<file path="src/rtl/mult_pkg.sv">
// Shared types for the shift-add multiplier controller: FSM state encoding and datapath strobe bundle.
// Independent of operand width so every width instance shares one package.
package mult_pkg;

    localparam int MULT_WIDTH_MAX = 32;

    typedef enum logic [2:0] {
        ST_IDLE  = 3'd0,
        ST_LOADB = 3'd1,
        ST_CLEAR = 3'd2,
        ST_READY = 3'd3,
        ST_STEP  = 3'd4,
        ST_FINAL = 3'd5,
        ST_HOLD  = 3'd6,
        ST_REARM = 3'd7
    } state_e;

    typedef struct packed {
        logic shift;
        logic add;
        logic sub;
        logic clr;
        logic loadb;
    } strobe_t;

    localparam strobe_t STROBE_NONE = '0;

endpackage

</file>
<file path="src/rtl/mult_step_counter.sv">
// Loadable down-counter sequencing the add/shift steps; zero_o flags the last STEP cycle.
// Loads WIDTH-2 so that WIDTH-1 STEP cycles elapse before zero is seen.
module mult_step_counter #(
    parameter int WIDTH = 8
) (
    input  logic clk_i,
    input  logic rst_ni,
    input  logic load_i,
    input  logic en_i,
    output logic zero_o
);

    localparam int CW = $clog2(WIDTH);
    localparam logic [CW-1:0] LOAD_VAL = CW'(WIDTH - 2);

    logic [CW-1:0] cnt_q, cnt_d;

    always_ff @(posedge clk_i or negedge rst_ni) begin
        if (!rst_ni) begin
            cnt_q <= '0;
        end else begin
            cnt_q <= cnt_d;
        end
    end

    // The decrement past zero on the STEP exit edge wraps to all-ones; that value is never consumed.
    always_comb begin
        cnt_d = cnt_q;
        if (load_i) begin
            cnt_d = LOAD_VAL;
        end else if (en_i) begin
            cnt_d = cnt_q - 1'b1;
        end
    end

    assign zero_o = (cnt_q == '0);

endmodule

</file>
<file path="src/rtl/mult_seq_ctrl.sv">
// Control FSM for the shift-add multiplier: load, clear, WIDTH add/shift steps, run-release rearm.
// Optional signed correction in the final step is built only with MULT_SEQ_CTRL_SIGNED_EN defined.
module mult_seq_ctrl
    import mult_pkg::*;
#(
    parameter int WIDTH = 8
) (
    input  logic clk_i,
    input  logic rst_ni,
    input  logic load_i,
    input  logic run_i,
    input  logic signed_mode_i,
    input  logic m_val_i,
    output logic shift_o,
    output logic add_o,
    output logic sub_o,
    output logic clr_o,
    output logic loadb_o,
    output logic busy_o,
    output logic done_o
);

    state_e  state_q, state_d;
    strobe_t strobe;
    logic    busy, done;
    logic    cnt_zero, cnt_load, cnt_en;
    logic    run_accept;
    logic    final_sub;

    assign run_accept = (state_q == ST_READY) && run_i;
    assign cnt_load   = run_accept;
    assign cnt_en     = (state_q == ST_STEP);

    mult_step_counter #(
        .WIDTH (WIDTH)
    ) u_step_counter (
        .clk_i  (clk_i),
        .rst_ni (rst_ni),
        .load_i (cnt_load),
        .en_i   (cnt_en),
        .zero_o (cnt_zero)
    );

`ifdef MULT_SEQ_CTRL_SIGNED_EN
    logic signed_q, signed_d;

    always_ff @(posedge clk_i or negedge rst_ni) begin
        if (!rst_ni) begin
            signed_q <= 1'b0;
        end else begin
            signed_q <= signed_d;
        end
    end

    // Mode is frozen at Run acceptance so mid-multiply switch changes cannot corrupt the product.
    always_comb begin
        signed_d = signed_q;
        if (run_accept) begin
            signed_d = signed_mode_i;
        end
    end

    assign final_sub = signed_q & m_val_i;
`else
    logic unused_signed_mode;
    assign unused_signed_mode = signed_mode_i;
    assign final_sub          = 1'b0;
`endif

    always_ff @(posedge clk_i or negedge rst_ni) begin
        if (!rst_ni) begin
            state_q <= ST_IDLE;
        end else begin
            state_q <= state_d;
        end
    end

    // Run has priority over Load wherever both are honoured.
    always_comb begin
        state_d = state_q;
        case (state_q)
            ST_IDLE:  if (load_i) state_d = ST_LOADB;
            ST_LOADB: state_d = ST_CLEAR;
            ST_CLEAR: state_d = ST_READY;
            ST_READY: begin
                if (run_i) begin
                    state_d = ST_STEP;
                end else if (load_i) begin
                    state_d = ST_LOADB;
                end
            end
            ST_STEP:  if (cnt_zero) state_d = ST_FINAL;
            ST_FINAL: state_d = ST_HOLD;
            ST_HOLD:  if (!run_i) state_d = ST_REARM;
            ST_REARM: begin
                if (run_i) begin
                    state_d = ST_CLEAR;
                end else if (load_i) begin
                    state_d = ST_LOADB;
                end
            end
            default:  state_d = ST_IDLE;
        endcase
    end

    // Add/Sub are Mealy on m_val_i; everything else decodes from state alone.
    always_comb begin
        strobe = STROBE_NONE;
        busy   = 1'b0;
        done   = 1'b0;
        case (state_q)
            ST_LOADB: strobe.loadb = 1'b1;
            ST_CLEAR: strobe.clr   = 1'b1;
            ST_STEP: begin
                strobe.shift = 1'b1;
                strobe.add   = m_val_i;
                busy         = 1'b1;
            end
            ST_FINAL: begin
                strobe.shift = 1'b1;
                busy         = 1'b1;
                if (final_sub) begin
                    strobe.sub = 1'b1;
                end else begin
                    strobe.add = m_val_i;
                end
            end
            ST_HOLD,
            ST_REARM: done = 1'b1;
            default: begin
                strobe = STROBE_NONE;
                busy   = 1'b0;
                done   = 1'b0;
            end
        endcase
    end

    assign shift_o = strobe.shift;
    assign add_o   = strobe.add;
    assign sub_o   = strobe.sub;
    assign clr_o   = strobe.clr;
    assign loadb_o = strobe.loadb;
    assign busy_o  = busy;
    assign done_o  = done;

endmodule

</file>
<file path="config.mk">
export PLATFORM = sky130hd
export DESIGN_NAME = mult_seq_ctrl
export DESIGN_NICKNAME = d
export VERILOG_FILES = /design/src/rtl/mult_pkg.sv /design/src/rtl/mult_step_counter.sv /design/src/rtl/mult_seq_ctrl.sv
export SDC_FILE = /design/constraint.sdc
export NUM_CORES = 1
export LEC_CHECK = 0
export ABC_AREA = 0
export CAP_MARGIN = 20
export CORE_AREA = 2 2 39 41
export CTS_BUF_LIST = sky130_fd_sc_hd__clkbuf_8
export DETAILED_ROUTE_END_ITERATION = 16
export DIE_AREA = 0 0 41 43
export DONT_BUFFER_PORTS = 1
export SYNTH_ARGS = -nofsm -noshare
export SYNTH_HDL_FRONTEND = slang
export SYNTH_SLANG_ARGS = --single-unit
</file>
<file path="constraint.sdc">
create_clock -name clk_i -period 1.7 [get_ports clk_i]
set_input_delay 0.34 -clock clk_i [delete_from_list [all_inputs] [get_ports clk_i]]
set_output_delay 0.34 -clock clk_i [all_outputs]
set_load 0.03 [all_outputs]
</file>
# == Word-level counts from Yosys, hierarchy flattened ==
# Cells that the tools add are included.
# classes
n_addsub,1
n_eq_ne,9
muxes,13
n_reduce_logical,7
# ops
cell,n
3-bit one-hot mux with 8 select lines,1
3-bit 2-to-1 mux,7
"3-bit == test, second input constant",4
"3-bit by 2-bit == test with 1-bit output, second input constant",2
3-bit logical NOT,2
1-bit 2-to-1 mux,4
"2-bit != test, second input constant",2
2-bit OR reduction,2
"3-bit by 1-bit == test with 1-bit output, second input constant",1
"3-bit by 1-bit subtractor with 3-bit output, second input constant",1
2-bit 2-to-1 mux,1
2-bit AND reduction,1
2-bit nonzero test,1
1-bit logical AND,1
# totals
ff_bits,6
in_bits,6
wordCells,32

# == Longest topological paths before layout ==
# Gate-level depths: netlist (run 1).
# depth
ltp_word,3
mapped_depth,5

# == Modules after synthesis ==
# From an unflattened synthesis (run 1), not the netlist that was laid out.
# hier_totals
cells_unflattened,42
area_unflattened_um2,371.6
# by_module_without_submodules
mod,n_inst,cells_per_inst,area_per_inst_um2,seq_area_each_um2
mult_seq_ctrl,1,26,212.7,75.1
mult_step_counter,1,16,158.9,75.1

# == Worst setup path before layout (run 1) ==
# No wires, ideal clock.
# synth_path
kind,reg-to-output
from,register state_q[2]
to,output add_o
t_arrival_ps,1016
setup_slack_ps,344
path_stages_with_launch,4
path_buffers,1
cell_sequence,dfrtp_1 -> clkbuf_4 -> and2b_4 -> and2_1
# synth_between
elab_chain_len,3
word_cells_on_any_way,4
# synth_lines
item,line_no,rtl
"start, declared",mult_seq_ctrl.sv:23,"state_e state_q, state_d;"
"start signal, assigned",mult_seq_ctrl.sv:74,state_q <= state_d;
3-bit == test,mult_seq_ctrl.sv:111,case (state_q)
2-bit OR reduction (no line) *,-,
2-bit 2-to-1 mux *,-,
"end, declared",mult_seq_ctrl.sv:15,"output logic add_o,"
# Mark *: on every way between the ends. The rest lies on a longest branch, timed or not.

# == Worst setup path in the final report (run 1) ==
# Ends and elaborated chain as after synthesis.

==> results.py, run 1 <==
metrics = {
    "status": {
        "status": "finished, final reports clean",
    },
    "global_routing": {
        "antenna_found_initial": 0,
        "grt_max_degree": 12,
        "grt_usage_pct": 12.8,
        "grt_pass1_wl_mm": 1.33,
        "grt_pass1_vias": 320,
        "overflow": 0,
    },
    "timing": {
        "hold_viol": 0,
        "skew_ps": 1.64,
        "clock.fmax_mhz": 634,
        "finalSetupViolCount": 0,
        "fin_crit_sh_pct": 92.8,
        "finalWorstSetupSlack_ps": 123,
        "rsz0062_at_grt": "no",
        "finalMaxSlewViolations": 0,
        "setup-tns-final_ps": 0,
        "fin_crit_ps": 1580,
        "holdWs_ps": 243,
    },
    "die": {
        "initial_core_util_pct": 30.3,
        "num_rows": 14,
        "ios": 13,
        "coreArea_sq_um": 1380,
        "die_y_um": 43,
        "die_w_um": 41,
        "die_area_sq_um": 1760,
    },
    "place": {
        "routabilityCongestion": 0.803,
        "numPortBuffers": 0,
        "place_area_sq_um": 428,
        "dp_slack_ps": 361,
        "placed_cells": 63,
        "dp_hpwl_um": 560,
    },
    "setup_path": {
        "arrival_ps": 1240,
        "rrSetupSlack_ps": 530,
        "cp_max_fo": 11,
        "crit_path_end_kind": "output port",
        "critical_path_class": "reg2out",
        "startpoint_type": "flop",
        "crit_required_ps": 1360,
    },
    "route": {
        "wl_per_cell_um": 11.7,
        "met3WireLength_um": 67,
        "top_layer": "met4",
        "routed_wirelength_um": 784,
        "wl_met2_um": 315,
        "routed_via_density": 4.90,
        "drt_iter0_drc": 7,
        "postRouteAntennaNets": 0,
        "remaining_drc_errors": 0,
        "vias": 328,
        "drtPass1Iterations": 4,
        "met1_length_um": 341,
    },
    "clocking": {
        "cts_sinks": 6,
        "clockRootBuffer": "clkbuf_8",
        "cts_tree": "done",
        "postCtsHoldBufs": 1,
        "insertion_delay_ps": 230,
        "h-tree-depth": 1,
        "clockBufferDepth": 2,
        "clk_pin_slew_worst_paths_ps": 40,
        "ctsResizeCount": 0,
        "cts_buffers": 3,
        "post_cts_buffers": 0,
    },
    "synthesis": {
        "synth-main-ff-cell": "dfrtp_1",
        "netlist_area_sq_um": 419,
        "synth_edf_count": 0,
        "seq_area_frac_synth_pct": 35.8,
        "avgSynthCellArea_sq_um": 8.73,
        "syn_nets": 56,
        "ys_seq_elements": 6,
        "ys_warn_count": 0,
        "async_flop_share_pct": 100,
        "synth_cells": 48,
        "synth_cell_types": 23,
    },
    "power": {
        "ir_drop_mv": 0.546,
        "p_per_area_nw_per_um2": 2000,
        "cellLeakagePower_nw": 0.237,
    },
    "worst_hold_path": {
        "min_path_type": "in2reg",
    },
    "finish": {
        "stdcell_count": 67,
        "drive_gt1_share_pct": 23.5,
        "layout.nets": 61,
        "final_area_sq_um": 479,
        "diodes": 0,
        "syn_to_final_growth_pct": 14.3,
    },
    "flow_run": {
        "max_cap_violations": 0,
    },
}
-- layout by cell type (no fill, tap or decap) --
| master | synthesis | routed |
|---|---|---|
| nor2_2 | 1 | 1 |
| nand2b_1 | 4 | 4 |
| inv_2 | 1 | 1 |
| a21oi_1 | 1 | 1 |
| clkbuf_8 | 0 | 3 |
| o211a_1 | 1 | 1 |
| dlygate4sd3_1 | 0 | 1 |
| conb_1 | 1 | 1 |
| nor3b_2 | 1 | 1 |
| and2_1 | 3 | 3 |
| o21ai_0 | 1 | 1 |
| inv_1 | 2 | 2 |
| o21ai_1 | 4 | 4 |
| o21ai_2 | 1 | 1 |
| o211ai_1 | 2 | 2 |
| and2b_4 | 1 | 1 |
| nand2_1 | 7 | 7 |
| nor2_1 | 3 | 3 |
| buf_4 | 2 | 3 |
| a32oi_1 | 1 | 1 |
| and3b_4 | 1 | 1 |
| dfrtp_1 | 6 | 6 |
| ha_1 | 2 | 2 |
-- sequential cells by signal, indices dropped and copies added, names as in the netlist --
name	count
u_step_counter.cnt_q	3
state_q	3
-- synthesized netlist by cell type (2+ instances only) --
| cell type | n | share of area [%] |
|---|---|---|
| nor2_1 | 3 | 2.7 |
| o211ai_1 | 2 | 3.6 |
| dfrtp_1 | 6 | 36 |
| nand2_1 | 7 | 6.3 |
| ha_1 | 2 | 6.0 |
| o21ai_1 | 4 | 4.8 |
| buf_4 | 2 | 3.6 |
| nand2b_1 | 4 | 6.0 |
| and2_1 | 3 | 4.5 |
| inv_1 | 2 | 1.8 |
-- through the flow --
stage                     total power, mW  util [%]
after floorplan                     0.686         -
after global placement              0.726      30.9
after detailed placement            0.741      30.9
after CTS                           0.970      34.6
after global routing                 1.05      34.6
final                               0.961      34.6
-- metal layers --
layer | global-route usage [%] | up-vias
li1 | - | 162
met1 | 13.4 | 150
met2 | 15.3 | 12
met3 | 5.24 | 4
met4 | 18.0 | 0
met5 | 0 | -
-- where the power goes --
part           internal [mW]  switching [mW]
logic                  0.182           0.280
clock network          0.152          0.0660
registers              0.204          0.0767
total                  0.538           0.422
-- critical path: stages, from the launching register on --
cell	delay [ps]
dfrtp_1	510
and2b_4	200
and2_1	300
-- layout make-up --
cell class / instances / area (sq um)
clock buffers: 3 / 41.3
inverters: 3 / 11.3
flip-flops and latches: 6 / 150
fillers: 140 / 905
repair buffers: 4 / 32.5
multi-input cells: 35 / 224
well taps: 16 / 20.0
-- logic make-up (layout without fill, tap and decap cells) --
| logic type | after synthesis | count (layout) | share of synthesized area [%] |
|---|---|---|---|
| buffers and inverters | 7 | 10 | 10.7 |
| and+or+nand+nor | 21 | 21 | 29.3 |
| other | 1 | 1 | 0.895 |
| adders and majority gates | 2 | 2 | 5.97 |
| AOI/OAI and AO/OA | 11 | 11 | 17.3 |
| DFF | 6 | 6 | 35.8 |
-- worst paths after layout --
check / end / depth (start not counted) / from
max: add_o / 2 / state_q[2]
min: state_q[0] / 2 / load_i
max reg2reg: state_q[0] / 5 / u_step_counter.cnt_q[0]
min reg2reg: u_step_counter.cnt_q[2] / 2 / u_step_counter.cnt_q[2]
max in group asynchronous: u_step_counter.cnt_q[0] / 1 / rst_ni
min in group asynchronous: u_step_counter.cnt_q[2] / 1 / rst_ni
(Power assumes the default switching activity.)
==> run 2, diff against run 1 <==
Settings changed: SYNTH_HIERARCHICAL from default to 1.
==> run 2 against run 1 <==
Net effect: total power fell by 8.3%; wire length down 17%; register-to-register slack worse by 180 ps; critical path depth rose by 1; clock power is 2% lower; non-clock buffer count rose by 1; die area stayed put; cell count shrank 4.5%; highest routed layer unchanged; largest power group unchanged.
==> results.py, run 2 <==
metrics = {
    "setup_path": {
        "reg2regPathDepth": 4,
        "crit_required_ps": 1360,
        "arrival_ps": 1160,
        "startpoint_type": "flop",
        "rrSetupSlack_ps": 350,
        "cp_num_buf_inv": 1,
        "rr_startpoint": "state_q[2]",
        "crit_path_max_incr_delay_ps": 430,
        "critical_path_class": "reg2out",
        "cp_cell_sequence": "nor2b_2, and2_1, buf_4",
        "crit_family": "flip-flops",
        "slowest_stage": "dfrtp_1",
        "crit_path_end_kind": "output port",
        "r2r_end": "u_step_counter/cnt_q[2]",
        "cp_max_fo": 8,
    },
    "global_routing": {
        "overflow": 0,
        "antenna_found_initial": 0,
        "grt_pass1_wl_mm": 1.01,
        "grt_usage_pct": 9.91,
        "grt_max_degree": 9,
        "grt_pass1_vias": 243,
    },
    "finish": {
        "drive_gt1_share_pct": 20.8,
        "reg.largest.list": "state_q: 3 flops, u_step_counter/cnt_q: 3 flops",
        "register_area_sq_um": 150,
        "diodes": 0,
        "stdcell_count": 64,
        "fillCellCount": 148,
        "layout_common_cells": "6 x nor2_1, 6 x dfrtp_1, 4 x buf_4",
        "final_util_pct": 33.1,
        "layout.nets": 58,
        "multi_input_area_sq_um": 195,
        "syn_to_final_growth_pct": 23.2,
    },
    "synthesis": {
        "netlist_area_sq_um": 372,
        "avgSynthCellArea_sq_um": 8.85,
        "ys_seq_elements": 6,
        "async_flop_share_pct": 100,
        "ys_warn_count": 6,
        "synth-main-ff-cell": "dfrtp_1",
        "yosysTopAreaCellShare_pct": 40.4,
        "synthTopCellsByArea": "dfrtp_1 40%, ha_1 6.7%, nor2_1 6.1%",
        "syn_nets": 50,
        "synth_cell_types": 23,
        "synth_edf_count": 0,
        "yosysTopAreaCell": "dfrtp_1",
        "seq_area_frac_synth_pct": 40.4,
        "synth_commonest_cells": "6 x dfrtp_1, 6 x nor2_1, 3 x inv_1",
        "synth_cells": 42,
    },
    "place": {
        "dp_hpwl_um": 463,
        "placed_cells": 60,
        "routabilityCongestion": 0.624,
        "numPortBuffers": 0,
        "dp_slack_ps": 337,
    },
    "power": {
        "clkPwrFrac_pct": 24.3,
        "p_per_area_nw_per_um2": 1920,
        "combinationalPowerShare_pct": 43.5,
        "swShare_pct": 40.7,
        "ir_drop_mv": 0.642,
        "p_sw_mw": 0.359,
        "seq_power_share_pct": 32.2,
        "cellLeakagePower_nw": 0.216,
        "power.internal_mw": 0.522,
    },
    "route": {
        "postRouteAntennaNets": 0,
        "routed_wirelength_um": 649,
        "wl_per_cell_um": 10.1,
        "routed_via_density": 4.47,
        "drtPass1Iterations": 2,
        "vias": 286,
        "remaining_drc_errors": 0,
        "drt_iter0_drc": 1,
    },
    "timing": {
        "clock.fmax_mhz": 666,
        "skew_ps": 2.65,
        "hold_viol": 0,
        "fin_crit_sh_pct": 88.3,
        "finalSetupViolCount": 0,
        "setup-tns-final_ps": 0,
        "finalMaxSlewViolations": 0,
        "fin_crit_ps": 1500,
        "rsz0062_at_grt": "no",
        "finalWorstSetupSlack_ps": 199,
    },
    "status": {
        "status": "finished, final reports clean",
    },
    "flow_run": {
        "max_cap_violations": 0,
    },
    "die": {
        "die_area_sq_um": 1760,
        "die_y_um": 43,
        "coreArea_sq_um": 1380,
        "num_rows": 14,
        "ios": 13,
        "die_w_um": 41,
        "initial_core_util_pct": 26.9,
    },
    "clocking": {
        "cts_buffers": 3,
        "ctsResizeCount": 0,
        "post_cts_buffers": 0,
        "cts_tree": "done",
        "clockBufferDepth": 2,
        "clk_pin_slew_worst_paths_ps": 40,
        "clockRootBuffer": "clkbuf_8",
        "cts_sinks": 6,
        "insertion_delay_ps": 220,
        "h-tree-depth": 1,
    },
    "worst_hold_path": {
        "hold_depth": 2,
        "hp-start": "run_i",
        "hold_end": "state_q[0]",
        "min_path_type": "in2reg",
    },
}
## run 2: through the flow
| step | hold WS, ps | power [mW] | cell area [sq um] |
|---|---|---|---|
| 2_1_floorplan | 44.4 | 0.584 | 372 |
| 3_3_place_gp | 44.6 | 0.657 | 407 |
| 3_5_place_dp | 44.6 | 0.667 | 407 |
| 4_1_cts | 305 | 0.897 | 458 |
| 5_1_grt | 333 | 0.959 | 458 |
| 6_report | 314 | 0.881 | 458 |
## run 2: worst max path at each step
stage / endpoint / start / depth (start not counted)
after floorplan: clr_o / state_q[1] / 1
after global placement: u_step_counter/cnt_q[2] / state_q[2] / 4
after detailed placement: u_step_counter/cnt_q[2] / state_q[2] / 4
after CTS: add_o / state_q[2] / 3
after global routing: add_o / state_q[2] / 3
final: add_o / state_q[2] / 3
## run 2: per-layer routing
layer	track usage, %	part of all wire [%]	up-vias
li1	-	-	146
met1	10.9	45	125
met2	10.6	40	10
met3	7.85	10	5
met4	10.7	4.6	0
met5	0	0	-
## run 2: power by group through the flow
stage | sequential, mW | clock [mW] | combinational [mW]
floorplan | 0.266 | 0 | 0.318
global placement | 0.282 | 0 | 0.376
detailed placement | 0.287 | 0 | 0.380
CTS | 0.284 | 0.225 | 0.388
global route | 0.297 | 0.234 | 0.428
finish | 0.284 | 0.214 | 0.383
## run 2: logic make-up (layout without fill, tap and decap cells)
logic type,count (synthesis),count (layout),synth area share [%]
buf+inv,5,11,7.07
simple gates,21,21,32.0
compound gates,6,6,10.4
other cells,1,1,1.01
fa+ha+maj,2,2,6.73
xor+xnor,1,1,2.36
flops,6,6,40.4
## run 2: what timing repair did
action,CTS,global route
endpoints found under the setup margin,0,0
hold endpoints to repair,6,0
hold buffers,1,0
## run 2: worst reg2reg max path, cell delays in order, from the launching register on
cell	delay [ps]
dfrtp_1	430
nor2b_2	190
and2b_1	210
or2_1	240
a21o_1	170
## run 2: layout make-up
type | instances | area share, %
tap | 16 | 4.37
sequential | 6 | 32.8
multi-input combinational | 31 | 42.6
clock buffer | 3 | 9.02
inverter | 3 | 2.46
timing repair buffer | 5 | 8.74
==> run 3, diff against run 2 <==
==> constraint.sdc (replaced) <==
create_clock -name clk_i -period 1.3 [get_ports clk_i]
set_input_delay 0.26 -clock clk_i [delete_from_list [all_inputs] [get_ports clk_i]]
set_output_delay 0.26 -clock clk_i [all_outputs]
set_load 0.05 [all_outputs]
==> run 3 against run 2 <==
Net effect: the flow now finishes with violations (setup timing); non-clock buffer count rose by 3; sequential power rose by 25%; first-iteration DRC count did not move; clock power rose by 23%; sequential share of layout area fell by 4.0 points; setup slack got worse by 250 ps; critical endpoint is now clr_o; largest cell class unchanged.
==> results.py, run 3 (synthesized netlist as in run 2, its figures left out) <==
metrics = {
    "power": {
        "ir_drop_mv": 0.802,
        "p_per_area_nw_per_um2": 2680,
        "cellLeakagePower_nw": 0.242,
    },
    "clocking": {
        "cts_tree": "done",
        "clockRootBuffer": "clkbuf_8",
        "cts_sinks": 6,
        "cts_buffers": 3,
        "clockBufferDepth": 2,
        "h-tree-depth": 1,
        "clk_pin_slew_worst_paths_ps": 30,
        "insertion_delay_ps": 220,
    },
    "setup_path": {
        "startpoint": "state_q[2]",
        "crit_required_ps": 1040,
        "crit_path_end_kind": "output port",
        "crit_path_end": "clr_o",
        "cp_common_cell": "buf_6",
        "reg2regPathDepth": 4,
        "rr_startpoint": "state_q[2]",
        "slowest_stage": "dfrtp_1",
        "cp_cell_sequence": "buf_6, nor3b_2, buf_6",
        "cp_max_fo": 4,
        "rrSetupSlack_ps": 60,
        "critical_path_class": "reg2out",
        "arrival_ps": 1090,
        "startpoint_type": "flop",
        "crit_path_max_incr_delay_ps": 390,
        "r2r_end": "u_step_counter/cnt_q[1]",
    },
    "timing": {
        "setup-tns-final_ps": -110,
        "finalWorstSetupSlack_ps": -53.4,
        "finalMaxSlewViolations": 0,
        "hold_viol": 0,
        "rsz0062_at_grt": "yes",
        "finalSetupViolCount": 3,
        "fin_crit_ps": 1350,
        "clock.fmax_mhz": 739,
        "holdWs_ps": 253,
        "fin_crit_sh_pct": 104,
        "skew_ps": 1.18,
    },
    "global_routing": {
        "overflow": 0,
        "grt_pass1_vias": 289,
        "grt_pass1_wl_mm": 1.08,
        "grt_max_degree": 7,
        "grt_usage_pct": 9.73,
        "antenna_found_initial": 0,
    },
    "place": {
        "dp_hpwl_um": 484,
        "numPortBuffers": 0,
        "place_area_sq_um": 433,
        "placed_cells": 61,
        "dp_slack_ps": 73.5,
        "routabilityCongestion": 0.586,
    },
    "finish": {
        "final_area_sq_um": 527,
        "layout.nets": 61,
        "stdcell_count": 67,
        "syn_to_final_growth_pct": 41.8,
        "fillCellCount": 138,
        "layout_common_cells": "5 x nor2_1, 5 x dfrtp_1",
        "drive_gt1_share_pct": 37.3,
        "diodes": 0,
        "reg.largest.list": "state_q: 3 flops, u_step_counter/cnt_q: 3 flops",
    },
    "status": {
        "status": "finished with violations",
        "violations": "setup timing",
    },
    "die": {
        "die_area_sq_um": 1760,
        "ios": 13,
        "initial_core_util_pct": 26.9,
        "die_y_um": 43,
        "num_rows": 14,
        "die_w_um": 41,
        "coreArea_sq_um": 1380,
    },
    "route": {
        "postRouteAntennaNets": 0,
        "vias": 282,
        "wl_per_cell_um": 9.37,
        "drtPass1Iterations": 4,
        "routed_wirelength_um": 628,
        "drt_iter0_drc": 1,
        "remaining_drc_errors": 0,
        "routed_via_density": 4.21,
    },
    "worst_hold_path": {
        "min_path_type": "in2reg",
    },
    "flow_run": {
        "max_cap_violations": 0,
    },
}
run 3: routing by layer:
| layer | part of all wire [%] | global-route usage [%] | vias to the layer above |
|---|---|---|---|
| met4 | 0 | 10.0 | 0 |
| li1 | - | - | 151 |
| met1 | 38 | 10.3 | 122 |
| met3 | 4.6 | 3.14 | 0 |
| met5 | 0 | 0 | - |
| met2 | 57 | 13.8 | 9 |
run 3: per-stage QoR:
step / total power, mW / util, %
final: 1.41 / 38.1
after global routing: 1.52 / 38.1
after CTS: 1.40 / 37.0
after detailed placement: 1.05 / 31.3
after global placement: 1.04 / 31.3
after floorplan: 0.912 / -
run 3: power by group:
part / switching (mW) / internal (mW)
logic: 0.450 / 0.343
clock network: 0.0663 / 0.198
registers: 0.0813 / 0.275
run 3: how the worst min path moves through the flow:
stage | startpoint | to | depth (start not counted)
after global routing | run_i | state_q[0] | 2
after global placement | rst_ni | u_step_counter/cnt_q[1] | 0
after floorplan | rst_ni | state_q[0] | 0
after detailed placement | rst_ni | u_step_counter/cnt_q[0] | 0
final | run_i | state_q[0] | 2
after CTS | run_i | state_q[2] | 2
run 3: layout make-up:
cell class,instances,area [sq um],share of cell area (%)
Clock buffer,3,41.3,7.84
Inverter,3,11.3,2.14
Timing Repair Buffer,8,86.3,16.4
Sequential cell,6,151,28.7
Tap cell,16,20.0,3.80
Multi-Input combinational cell,31,216,41.1
run 3: repair_timing:
item | 4_1_cts | 5_1_grt
hold buffers | 1 | 0
pin swaps | 3 | 0
buffers inserted | 1 | 1
endpoints found under the setup margin | 5 | 8
hold endpoints to repair | 6 | 0
resized for setup | 6 | 2
run 3: worst max-delay path, delay by kind of cell, from the launching register on:
kind	cells	cell delay [ps]
simple gates	1	180
flops	1	390
buf+inv	2	310
